## src/rtl/div_seq_pkg.sv

```systemverilog
// div_seq_pkg: shared states, defaults and strobe indices for the division sequencer
package div_seq_pkg;

  localparam int DEF_WIDTH = 32;
  localparam int DEF_CNT_W = 6;

  localparam int C_LOAD_M  = 0;
  localparam int C_LOAD_Q  = 1;
  localparam int C_SETQ    = 2;
  localparam int C_SUB     = 3;
  localparam int C_SHIFT   = 4;
  localparam int C_RESTORE = 5;
  localparam int C_OUT_Q   = 6;
  localparam int C_OUT_A   = 7;

  typedef enum logic [3:0] {
    S_IDLE    = 4'd0,
    S_LOAD_Q  = 4'd1,
    S_LOAD_M  = 4'd2,
    S_CHECK   = 4'd3,
    S_SHIFT   = 4'd4,
    S_SUB     = 4'd5,
    S_SETQ    = 4'd6,
    S_RESTORE = 4'd7,
    S_OUT_Q   = 4'd8,
    S_OUT_A   = 4'd9,
    S_DONE    = 4'd10
  } state_t;

  // One-hot strobe vector (bit n drives cn) for the cycle spent in state s
  function automatic logic [7:0] strobe_of(input state_t s);
    logic [7:0] v;
    v = '0;
    case (s)
      S_LOAD_Q:  v[C_LOAD_Q]  = 1'b1;
      S_LOAD_M:  v[C_LOAD_M]  = 1'b1;
      S_SHIFT:   v[C_SHIFT]   = 1'b1;
      S_SUB:     v[C_SUB]     = 1'b1;
      S_SETQ:    v[C_SETQ]    = 1'b1;
      S_RESTORE: v[C_RESTORE] = 1'b1;
      S_OUT_Q:   v[C_OUT_Q]   = 1'b1;
      S_OUT_A:   v[C_OUT_A]   = 1'b1;
      default:   v = '0;
    endcase
    return v;
  endfunction

endpackage

```

## src/rtl/div_iter_cnt.sv

```systemverilog
// div_iter_cnt: saturating iteration counter with a flag on the final iteration
module div_iter_cnt
  import div_seq_pkg::*;
#(
  parameter int WIDTH = DEF_WIDTH,
  parameter int CNT_W = DEF_CNT_W
) (
  input  logic CLK,
  input  logic RESET,
  input  logic clr,
  input  logic inc,
  output logic last
);

  logic [CNT_W-1:0] cnt;

  assign last = cnt == CNT_W'(WIDTH - 1);

  // Clear wins over increment; stepping stops at the last iteration so cnt never wraps
  always_ff @(posedge CLK or negedge RESET) begin
    if (!RESET) cnt <= '0;
    else cnt <= clr ? '0 : (inc && !last) ? cnt + 1'b1 : cnt;
  end

endmodule

```

## src/rtl/div_seq_ctrl.sv

```systemverilog
// div_seq_ctrl: Moore sequencer emitting one-hot c0..c7 strobes for restoring division
module div_seq_ctrl
  import div_seq_pkg::*;
#(
  parameter int WIDTH = DEF_WIDTH,
  parameter int CNT_W = DEF_CNT_W
) (
  input  logic CLK,
  input  logic RESET,
  input  logic start,
  input  logic sign,
  input  logic m_zero,
  output logic c0,
  output logic c1,
  output logic c2,
  output logic c3,
  output logic c4,
  output logic c5,
  output logic c6,
  output logic c7,
  output logic busy,
  output logic done,
  output logic err
);

  state_t state, nxt;
  logic err_f, err_nxt;
  logic cnt_clr, cnt_inc, last;
  logic [7:0] strobe;

  div_iter_cnt #(.WIDTH(WIDTH), .CNT_W(CNT_W)) u_cnt (
    .CLK   (CLK),
    .RESET (RESET),
    .clr   (cnt_clr),
    .inc   (cnt_inc),
    .last  (last)
  );

  assign {c7, c6, c5, c4, c3, c2, c1, c0} = strobe;

  // Next-state, counter control and error-flag update
  always_comb begin
    nxt     = state;
    err_nxt = err_f;
    cnt_clr = 1'b0;
    cnt_inc = 1'b0;
    case (state)
      S_IDLE:    nxt = start ? S_LOAD_Q : S_IDLE;
      S_LOAD_Q:  nxt = S_LOAD_M;
      S_LOAD_M:  nxt = S_CHECK;
      S_CHECK: begin
        nxt     = m_zero ? S_DONE : S_SHIFT;
        err_nxt = m_zero;
        cnt_clr = !m_zero;
      end
      S_SHIFT:   nxt = S_SUB;
      S_SUB:     nxt = S_SETQ;
      S_SETQ: begin
        nxt     = sign ? S_RESTORE : last ? S_OUT_Q : S_SHIFT;
        cnt_inc = !sign && !last;
      end
      S_RESTORE: begin
        nxt     = last ? S_OUT_Q : S_SHIFT;
        cnt_inc = !last;
      end
      S_OUT_Q:   nxt = S_OUT_A;
      S_OUT_A:   nxt = S_DONE;
      S_DONE: begin
        nxt     = S_IDLE;
        err_nxt = 1'b0;
      end
      default:   nxt = S_IDLE;
    endcase
  end

  // State register with outputs registered from the state being entered
  always_ff @(posedge CLK or negedge RESET) begin
    if (!RESET) begin
      state  <= S_IDLE;
      err_f  <= 1'b0;
      strobe <= '0;
      busy   <= 1'b0;
      done   <= 1'b0;
      err    <= 1'b0;
    end else begin
      state  <= nxt;
      err_f  <= err_nxt;
      strobe <= strobe_of(nxt);
      busy   <= nxt != S_IDLE;
      done   <= nxt == S_DONE;
      err    <= (nxt == S_DONE) && err_nxt;
    end
  end

endmodule

```

## config.mk

```make
export PLATFORM = sky130hd
export DESIGN_NAME = div_seq_ctrl
export DESIGN_NICKNAME = d
export VERILOG_FILES = /design/src/rtl/div_seq_pkg.sv /design/src/rtl/div_iter_cnt.sv /design/src/rtl/div_seq_ctrl.sv
export SDC_FILE = /design/constraint.sdc
export NUM_CORES = 1
export LEC_CHECK = 0
export CAP_MARGIN = 25
export CORE_AREA = 5 5 59 61
export DETAILED_ROUTE_END_ITERATION = 10
export DIE_AREA = 0 0 64 66
export PLACE_DENSITY_LB_ADDON = 0.2
export SYNTH_ARGS = -nofsm -noshare
export SYNTH_HDL_FRONTEND = slang
export SYNTH_SLANG_ARGS = --single-unit
```

## constraint.sdc

```tcl
create_clock -name CLK -period 4.6 [get_ports CLK]
set_clock_uncertainty 0.2 [all_clocks]
set_input_delay 0.92 -clock CLK [delete_from_list [all_inputs] [get_ports CLK]]
set_output_delay 0.92 -clock CLK [all_outputs]
set_load 0.01 [all_outputs]
```

==> results.yml <==
synth:
  syn_inst: 101
  syn_avg_cell_area_um2: 10.4
  ys_warn_count: 0
  synth_top_cell_by_area: "dfrtp_1"
  synth-seq-area-share: 0.524
  synth.area.top_cells: "dfrtp_1, mux2i_1, nor3_1"
  synth_top_cell_area_share: 0.524
  netlist_area_mm2: 0.00105
  synth.distinct_cells: 34
  ys_seq_elements: 22
  synthesis.nets: 107
grt:
  gr-total-overflow: 0
  antenna_found_initial: 0
  grt_pass1_wl_mm: 3.77
  grt_pass1_vias: 775
  grt_max_degree: 23
  track_usage: 0.113
cts:
  cts_hold_buffers: 0
  numClockSinks: 22
  clk_pin_slew_ps: 110
  clk_latency_ps: 300
  cts_tree: "built"
  root_buffer: "clkbuf_4"
  clk_path_buf_depth: 2
  cts_buffers: 3
  post_cts_buffers: 0
  cts_resized: 0
  htreeDepth: 1
worst_setup_path:
  startpoint_type: "primary input"
  r2r_setup_slack_ps: 2610
  critPathMaxFanout: 4
  slowest_stage: "clkdlybuf4s50_1"
  rr_startpoint: "state[3]"
  worstPathRequired_ps: 4570
  path_class: "primary input to flip-flop"
  r2r_end: "strobe[4]"
  worstPathCellList: "clkdlybuf4s50_1 > or2b_4 > and3_1 > a211oi_2 > o2111ai_1"
  setup.worst_path.start: "sign"
  ff2ff_path_depth: 4
  worstSetupEndpointType: "flip-flop"
  slowest_delay_ps: 470
  cp-endpoint: "busy"
  arrival_ps: 2380
route:
  wl_per_cell_um: 14.1
  drt_iter0_drc: 30
  vias_per_cell: 5.23
  vias: 779
  ant_nets: 0
  drcViolationCount: 0
  drt_wl_total_mm: 2.11
  dr.pass1.iters: 4
die:
  die_y_um: 66
  rows: 20
  core_mm2: 0.00293
  die_x_um: 64
  initial_core_util: 0.359
  die_area_mm2: 0.00422
  num_io_pins: 16
timing:
  setup_tns_ps: 0
  final_max_slew_viol_count: 0
  timing.fmax_mhz: 415
  worst_hold_slack_ps: 321
  worst_slack_ps: 2190
  grt_setup_unrepaired: "no"
  slew_headroom: 0.639
  worst_pin_slew_ps: 538
  hold_viol_final: 0
  period_minus_slack_ps: 2410
  setup_violations: 0
  period_share: 0.524
cells_and_area:
  most-common-layout-cells: "dfrtp_1, clkdlybuf4s50_1, nand2_1, nor2_1"
  stdcell_count: 149
  drive_gt1_frac: 0.0948
  num_antenna_cells: 0
  nNetsFinal: 124
  final_common_cell: "dfrtp_1"
  syn_to_final_growth_pct: 20.4
outcome:
  outcome: "complete, no violations"
placed_design:
  dp_hpwl_mm: 1.52
  gp_congestion: 0.812
  place_ws_ps: 1850
  portBuffers: 15
  dp_cells: 145
power_and_ir_drop:
  power_uw: 659
  max-vdd-ir-drop_uv: 285
  power_density_mw_per_mm2: 521
  seqPwrFrac: 0.469
  switching_power_uw: 261
  switching_share: 0.396
  cellLeakagePower_uw: 0.000543
  power.internal_uw: 398
  comb_power_share: 0.403
  clockPowerShare: 0.127
flow_run:
  maxCapViolCount: 0
min_path:
  worstHoldPathType: "flip-flop to flip-flop"
==> through the flow <==
step                instance area (um^2)  utilization
floorplan                           1050            -
global placement                    1210        0.415
detailed placement                  1210        0.415
CTS                                 1240        0.423
global route                        1260        0.432
finish                              1260        0.432
==> routing by layer <==
layer / wire (um) / track usage / part of all wire
met1: 1040 / 0.147 / 0.49
met2: 939 / 0.180 / 0.45
met3: 101 / 0.0408 / 0.048
met4: 28 / 0.0234 / 0.013
met5: 0 / 0 / 0
==> cell type report <==
class / count / area, um^2
Fill cell: 285 / 1660
Sequential cell: 22 / 551
Multi-Input combinational cell: 69 / 450
Timing Repair Buffer: 16 / 178
Tap cell: 33 / 41.3
Clock buffer: 3 / 22.5
Inverter: 6 / 22.5
==> sequential cells by signal, indices dropped and copies added (netlist names) <==
name,cells
done,1
state,4
u_cnt.cnt,6
strobe,8
err_f,1
err,1
busy,1
==> power by group through the flow <==
| stage | logic, uW | clock network [uW] | registers (uW) |
|---|---|---|---|
| 2_1_floorplan | 197 | 0 | 285 |
| 3_3_place_gp | 262 | 0 | 309 |
| 3_5_place_dp | 264 | 0 | 311 |
| 4_1_cts | 266 | 89.9 | 308 |
| 5_1_grt | 301 | 99.3 | 319 |
| 6_report | 265 | 84.0 | 309 |
==> critical path: cells and delay by family <==
kind,cells,cell delay [ps]
and+or+nand+nor,2,500
AOI/OAI and AO/OA,2,490
buffers and inverters,1,470
==> synth_stat cells (all sizes together) <==
library cell,count
nor3b,1
a21boi,1
nor3,6
a21oi,5
o31ai,4
mux2i,3
nand3,6
and2b,1
dfrtp,22
nor4,2
or2,3
or4,1
and3,1
o21a,2
o2111ai,2
nand2b,4
nand4b,1
clkbuf,1
nor2b,3
nand2,7
inv,6
o211ai,1
ha,1
nor2,7
o21ai,3
buf,3
a211oi,1
or2b,1
or3,2
==> cells by family after synthesis <==
kind of cell,count (synthesis),share of synthesized area
adders and majority gates,1,0.0119
buffers and inverters,10,0.0476
and+or+nand+nor,46,0.264
DFF,22,0.524
AOI/OAI and AO/OA,19,0.124
muxes,3,0.0286
==> worst min path at each step <==
stage | cells after the start | slack [ps] | endpoint | from
3_3_place_gp | 1 | 300 | u_cnt.cnt[4] | u_cnt.cnt[4]
6_report | 1 | 320 | u_cnt.cnt[2] | u_cnt.cnt[2]
2_1_floorplan | 1 | 270 | u_cnt.cnt[2] | u_cnt.cnt[2]
5_1_grt | 1 | 360 | u_cnt.cnt[4] | u_cnt.cnt[4]
3_5_place_dp | 1 | 300 | u_cnt.cnt[2] | u_cnt.cnt[2]
4_1_cts | 1 | 320 | u_cnt.cnt[2] | u_cnt.cnt[2]
No activity file was read; power rests on OpenSTA's default activity.
